**config.mk**
```make
export PLATFORM = sky130hd
export DESIGN_NAME = button_debounce
export DESIGN_NICKNAME = d
export VERILOG_FILES = /design/src/rtl/button_debounce.sv
export SDC_FILE = /design/constraint.sdc
export NUM_CORES = 1
export LEC_CHECK = 0
export CORE_MARGIN = 4
export CORE_UTILIZATION = 57
export CTS_CLUSTER_DIAMETER = 120
export CTS_CLUSTER_SIZE = 40
export DETAILED_ROUTE_END_ITERATION = 8
export PLACE_DENSITY = 0.82
export SETUP_SLACK_MARGIN = 0.1
export SLEW_MARGIN = 10
export SYNTH_ARGS = -nofsm -noshare
export SYNTH_HDL_FRONTEND = slang
export SYNTH_SLANG_ARGS = --single-unit
```
**constraint.sdc**
```tcl
create_clock -name clk -period 2.68 [get_ports clk]
set_clock_uncertainty 0.15 [all_clocks]
set_input_delay 0.402 -clock clk [delete_from_list [all_inputs] [get_ports clk]]
set_output_delay 0.402 -clock clk [all_outputs]
set_load 0.02 [all_outputs]
```
**src/rtl/button_debounce.sv**
```systemverilog
// ============================================================================
// button_debounce
// ----------------------------------------------------------------------------
// Debounces a mechanical pushbutton and reports what the user did with it.
// The raw pin is first put into "1 = pressed" form and passed through a
// two-flop synchroniser. A four-state FSM then accepts a level change only
// after the synchronised input has stayed at the new level for
// DEBOUNCE_CYCLES consecutive cycles.
//
// Optional feature (compile-time macro):
//   BTN_LONG_PRESS_EN  When defined, a hold counter raises long_press for one
//                      cycle once the button has been held for LONG_CYCLES
//                      cycles after an accepted press. When undefined, the hold
//                      counter does not exist and long_press is tied to 0.
//
// Parameters:
//   DEBOUNCE_CYCLES  stable cycles needed to accept a press or release
//                    (1 .. 2**26-1)
//   LONG_CYCLES      held cycles after an accepted press that make a long
//                    press (1 .. 2**26-1)
//   BTN_ACTIVE_LOW   1: a raw 0 means pressed, 0: a raw 1 means pressed
//
// Ports:
//   clk            single clock; all logic runs in this domain
//   rst            asynchronous, active-high reset
//   btn_raw        asynchronous pushbutton pin
//   btn_level      debounced button state, 1 = pressed
//   press_pulse    one-cycle strobe when a press is accepted
//   release_pulse  one-cycle strobe when a release is accepted
//   long_press     one-cycle strobe when a long press is detected
//   press_count    count of accepted presses; wraps from 255 to 0
//
// Latency: a clean press raises press_pulse after the DEBOUNCE_CYCLES+3rd
// clock edge, counting the first edge that samples btn_raw pressed as edge 1
// (two synchroniser edges, one edge to arm, DEBOUNCE_CYCLES edges of
// qualification). A release has the same latency.
// ============================================================================
module button_debounce #(
    parameter int DEBOUNCE_CYCLES = 1_000_000,
    parameter int LONG_CYCLES     = 50_000_000,
    parameter bit BTN_ACTIVE_LOW  = 1'b1
) (
    input  logic       clk,
    input  logic       rst,
    input  logic       btn_raw,
    output logic       btn_level,
    output logic       press_pulse,
    output logic       release_pulse,
    output logic       long_press,
    output logic [7:0] press_count
);

    // Debounce counter value that completes qualification of a new level.
    localparam logic [25:0] DEB_LAST = 26'(DEBOUNCE_CYCLES - 1);

    typedef enum logic [1:0] {
        IDLE,
        ARM_PRESS,
        DOWN,
        ARM_RELEASE
    } state_t;

    state_t      r_state;
    state_t      w_state_next;
    logic [25:0] r_cnt;
    logic [25:0] w_cnt_next;
    logic        r_sync1;
    logic        r_sync2;
    logic        w_btn_pressed;
    logic        w_level_next;
    logic        w_press_next;
    logic        w_release_next;
    logic [7:0]  w_count_next;

    // Normalise polarity before synchronising, so the synchroniser resets to
    // "not pressed" whatever the board wiring is.
    assign w_btn_pressed = BTN_ACTIVE_LOW ? ~btn_raw : btn_raw;

    // Two-flop synchroniser; only r_sync2 is ever looked at by the FSM.
    always_ff @(posedge clk or posedge rst) begin
        if (rst) begin
            r_sync1 <= 1'b0;
            r_sync2 <= 1'b0;
        end else begin
            r_sync1 <= w_btn_pressed;
            r_sync2 <= r_sync1;
        end
    end

    // State register plus the registered outputs. The pulses are registered
    // so each one is clean and exactly one cycle wide.
    always_ff @(posedge clk or posedge rst) begin
        if (rst) begin
            r_state       <= IDLE;
            r_cnt         <= 26'd0;
            btn_level     <= 1'b0;
            press_pulse   <= 1'b0;
            release_pulse <= 1'b0;
            press_count   <= 8'd0;
        end else begin
            r_state       <= w_state_next;
            r_cnt         <= w_cnt_next;
            btn_level     <= w_level_next;
            press_pulse   <= w_press_next;
            release_pulse <= w_release_next;
            press_count   <= w_count_next;
        end
    end

    // Next-state logic. The ARM states qualify a candidate level change: any
    // return of the input to the old level during qualification drops back to
    // the settled state with no pulse, which is what rejects contact bounce.
    always_comb begin
        w_state_next   = r_state;
        w_cnt_next     = r_cnt;
        w_level_next   = btn_level;
        w_press_next   = 1'b0;
        w_release_next = 1'b0;
        w_count_next   = press_count;

        case (r_state)
            IDLE: begin
                w_cnt_next = 26'd0;
                if (r_sync2) begin
                    w_state_next = ARM_PRESS;
                end
            end

            ARM_PRESS: begin
                if (!r_sync2) begin
                    w_state_next = IDLE;
                    w_cnt_next   = 26'd0;
                end else if (r_cnt == DEB_LAST) begin
                    w_state_next = DOWN;
                    w_cnt_next   = 26'd0;
                    w_level_next = 1'b1;
                    w_press_next = 1'b1;
                    // 8-bit counter wraps 255 -> 0 naturally.
                    w_count_next = press_count + 8'd1;
                end else begin
                    w_cnt_next = r_cnt + 26'd1;
                end
            end

            DOWN: begin
                w_cnt_next = 26'd0;
                if (!r_sync2) begin
                    w_state_next = ARM_RELEASE;
                end
            end

            ARM_RELEASE: begin
                if (r_sync2) begin
                    w_state_next = DOWN;
                    w_cnt_next   = 26'd0;
                end else if (r_cnt == DEB_LAST) begin
                    w_state_next   = IDLE;
                    w_cnt_next     = 26'd0;
                    w_level_next   = 1'b0;
                    w_release_next = 1'b1;
                end else begin
                    w_cnt_next = r_cnt + 26'd1;
                end
            end

            default: begin
                w_state_next = IDLE;
                w_cnt_next   = 26'd0;
            end
        endcase
    end

`ifdef BTN_LONG_PRESS_EN
    // Hold counter fires at LONG_CYCLES-1 and then parks at LONG_CYCLES, so
    // the compare can only match once per accepted press.
    localparam logic [25:0] HOLD_FIRE = 26'(LONG_CYCLES - 1);
    localparam logic [25:0] HOLD_SAT  = 26'(LONG_CYCLES);

    logic [25:0] r_hold;
    logic        w_holding;

    assign w_holding = (r_state == DOWN) || (r_state == ARM_RELEASE);

    // Clearing on the cycle that enters IDLE also keeps long_press from
    // landing in the same cycle as release_pulse.
    always_ff @(posedge clk or posedge rst) begin
        if (rst) begin
            r_hold     <= 26'd0;
            long_press <= 1'b0;
        end else begin
            long_press <= 1'b0;
            if (w_state_next == IDLE) begin
                r_hold <= 26'd0;
            end else if (w_holding) begin
                if (r_hold != HOLD_SAT) begin
                    r_hold <= r_hold + 26'd1;
                end
                long_press <= (r_hold == HOLD_FIRE);
            end
        end
    end
`else
    assign long_press = 1'b0;
`endif

endmodule
```
# Word-level counts from Yosys, hierarchy flattened
# Cells that the tools add are included.
# Widths: inputs -> output; s select.
# word_totals
ff_bits	41
elab_cells	50
output_inout_bits	12
# classes
n_reduce_logical	6
n_eq_ne	12
mux	21
bitwise	1
n_addsub	2
# ops
op	count
$mux 26	3
$pmux 26 s3	1
$add 26x1->26 const B	1
$eq 26x20->1 const B	1
$mux 2	6
$ne 2x2->1 const B	6
$mux 1	9
$add 8x1->8 const B	1
$pmux 2 s4	1
$ne 3x3->1 const B	2
$reduce_and 5->1	1
$eq 2x2->1 const B	2
$reduce_and 4->1	1
$reduce_and 3->1	1
$eq 2x1->1 const B	1
$logic_not 2->1	1
$pmux 1 s2	1
$reduce_bool 2->1	1
$reduce_or 2->1	1
$not 1->1	1

# Logic depth before layout (Yosys ltp)
# depth
ltp_word	4
ltp_mapped	6
depth_no_buf	6

# Worst setup path after synthesis
# No wires, ideal clock.
# synth_timing
path_kind	register to register
start	register r_cnt[6]
end	register press_count[1]
path_stages_with_launch	5
setup_time_ns	0.127
path_buffers	0
required_time_ns	2.403
slack_ns	0.638
period_less_slack_ns	2.042
arrival_ns	1.765
path_cell_list	dfrtp_1 nor4_1 nand4_2 nor4_4 mux2_1
# synth_via
elab_chain_cells	2
# synth_rtl
element	line	text
from (decl)	65	logic [25:0] r_cnt;
from (signal assigned)	102	r_cnt <= w_cnt_next;
$eq 26x20->1	133	end else if (r_cnt == DEB_LAST) begin
$reduce_and 3->1 (no line)	n/a	
to (signal assigned)	106	press_count <= w_count_next;
to (decl)	50	output logic [7:0] press_count
# Every way passes these cells.
# A chain may end at the register's enable or synchronous reset.

# Worst setup path after layout
# layout_timing
start	register r_cnt[23]
end	register press_count[1]
# The elaborated chain is that of the path after synthesis.

==> flow_metrics.tcl <==
set metrics [dict create \
    outcome "complete, no violations" \
    fill_cells 237 \
    ctsResizeCount 0 \
    clk_pin_slew_ns 0.13 \
    setup_tns_ns 0 \
    die_x_um 66.2 \
    mostFrequentLayoutCells "dfrtp_1, nor2_1, xor2_1" \
    ant_nets 0 \
    fmax_ghz 0.442 \
    first_pass_iters 4 \
    cts_tree "yes" \
    layoutNonFillerInstCount 245 \
    yosysWarnings 0 \
    gp_congestion 0.832 \
    antenna_cells 0 \
    syn_inst 182 \
    rsz0062_at_grt "false" \
    nets 205 \
    place_inst 237 \
    dp_hpwl_mm 2.54 \
    drt_iter0_drc 115 \
    synth_nets 187 \
    grt_pass1_vias 1365 \
    hp-start "r_sync1" \
    grtUsageTotal 0.192 \
    fp.dieArea_um2 4380 \
    grt_pass1_wl_mm 6.29 \
    worstPathRequired_ns 2.80 \
    ys_async_sr_fraction 1.00 \
    h-tree-depth 2 \
    synth.cell_area_um2 1930 \
    post_cts_buffers 0 \
    ys_seq_area_frac 0.532 \
    core_um2 3150 \
    hold_buffers 0 \
    area_delta_synth_final_pct 15.2 \
    critPathCaptureType "register" \
    fin_crit_sh 0.844 \
    ir_worst_vdd_mv 0.328 \
    root_buffer "clkbuf_4" \
    io_buffers 13 \
    p_leak_nw 0.986 \
    period_minus_slack_ns 2.26 \
    avgSynthCellArea_um2 10.6 \
    rows 20 \
    cp-start-kind "register" \
    num_vias 1364 \
    max_slew_margin 0.580 \
    hold_class "reg -> reg" \
    yosys.cell_types.count 30 \
    setup_viol 0 \
    drive_above_1_share 0.0945 \
    cp-startpoint "r_cnt[23]" \
    antenna_found_initial 0 \
    powerDensity_nw_per_um2 520 \
    cts_buffer_depth 2 \
    power.total_mw 1.16 \
    synth_edf_count 0 \
    cts.sinks 41 \
    finalHoldViolCount 0 \
    crit_type "reg -> reg" \
    avgViaCountPerCell 5.57 \
    insertion_delay_ns 0.37 \
    initial_core_util 0.612 \
    layout_commonest_cell "dfrtp_1" \
    cts_buffers 5 \
    synth_ff_type "dfrtp_1" \
    tightest_slew_ns 0.625 \
    grt-ovfl-total 0 \
    crit_fanout 9 \
    max_cap_violations 0 \
    routedWlPerCell_um 14.7 \
    drcViolationCount 0 \
    rr_startpoint "r_cnt[23]" \
    drv_slew 0 \
    ios 15 \
    critPathArrivalTime_ns 2.38 \
    die_h_um 66.2 \
    totalWireLength_mm 3.60 \
    synth_seq_cells 41 \
    grt_max_degree 42 \
]
==> path summary, 6_finish.rpt <==
kind / endpoint / slack (ns) / cells past startpoint
worst max-delay path: press_count[1] / 0.42 / 4
worst min-delay path: r_sync2 / 0.23 / 0
worst max register to register: press_count[1] / 0.42 / 4
worst min register to register: r_sync2 / 0.23 / 0
max in group asynchronous: r_cnt[12] / 1.70 / 3
min in group asynchronous: r_cnt[21] / 0.32 / 3
==> cell usage after synthesis, drive strengths merged (2+ instances only) <==
library cell  number  area, µm²
nand4             10       68.8
buf                3       17.5
nor4               7       92.6
nand3             11       55.1
and4               2       17.5
xnor2             11       96.3
dfrtp             41       1030
and2               2       12.5
xor2              20        175
nor2              30        113
ha                 2       25.0
o21ai              3       15.0
and3               7       43.8
nand2             17       63.8
inv                5       18.8
==> layer usage <==
metal,routed length (µm),vias up,GRT usage,share of wire
met4,83,0,0.0990,0.023
met3,168,10,0.0493,0.047
li1,-,647,-,-
met1,1550,668,0.245,0.43
met2,1790,39,0.299,0.50
met5,0,-,0,0
==> report_power, final <==
group / leakage (nW) / switching, mW / internal [mW] / total (mW)
sequential: 0.565 / 0.00337 / 0.622 / 0.626
combinational: 0.366 / 0.0232 / 0.00989 / 0.0331
clock: 0.0552 / 0.209 / 0.289 / 0.498
==> sequential cells by signal, indices dropped and copies added (netlist names), named ones only <==
register       count
r_sync1            1
press_pulse        1
r_state            1
btn_level          1
r_sync2            1
r_cnt             26
release_pulse      1
press_count        8
==> kinds of logic after synthesis <==
| logic type | synth area share |
|---|---|
| adder cells (fa/ha/maj) | 0.0130 |
| buffers and inverters | 0.0208 |
| flip-flops | 0.532 |
| other | 0.00194 |
| multiplexers | 0.0110 |
| AND/OR/NAND/NOR | 0.258 |
| XOR/XNOR | 0.141 |
| AO/OA/AOI/OAI | 0.0227 |
==> layout make-up <==
cell class	instances	area, µm²	share of cell area
inverters	5	18.8	0.00844
clock buffers	5	37.5	0.0169
multi-input cells	132	863	0.388
well taps	44	55.1	0.0248
repair buffers	15	158	0.0709
clock inverters	3	65.1	0.0293
flip-flops and latches	41	1030	0.461
==> critical path, stage by stage (launching register included) <==
cell	delay (ns)
dfrtp_1	0.44
nor4_1	0.33
nand4_2	0.27
nor4_4	0.60
mux2_1	0.38
==> through the flow <==
stage | worst slack [ns] | hold WS [ns] | cell area (µm²) | util
after floorplan | 0.638 | 0.181 | 1930 | -
after global placement | 0.511 | 0.188 | 2120 | 0.673
after detailed placement | 0.418 | 0.215 | 2120 | 0.673
after CTS | 0.410 | 0.241 | 2220 | 0.705
after global routing | 0.305 | 0.252 | 2220 | 0.705
final | 0.418 | 0.232 | 2220 | 0.705
Note: power is estimated with default switching activity, not from simulation.
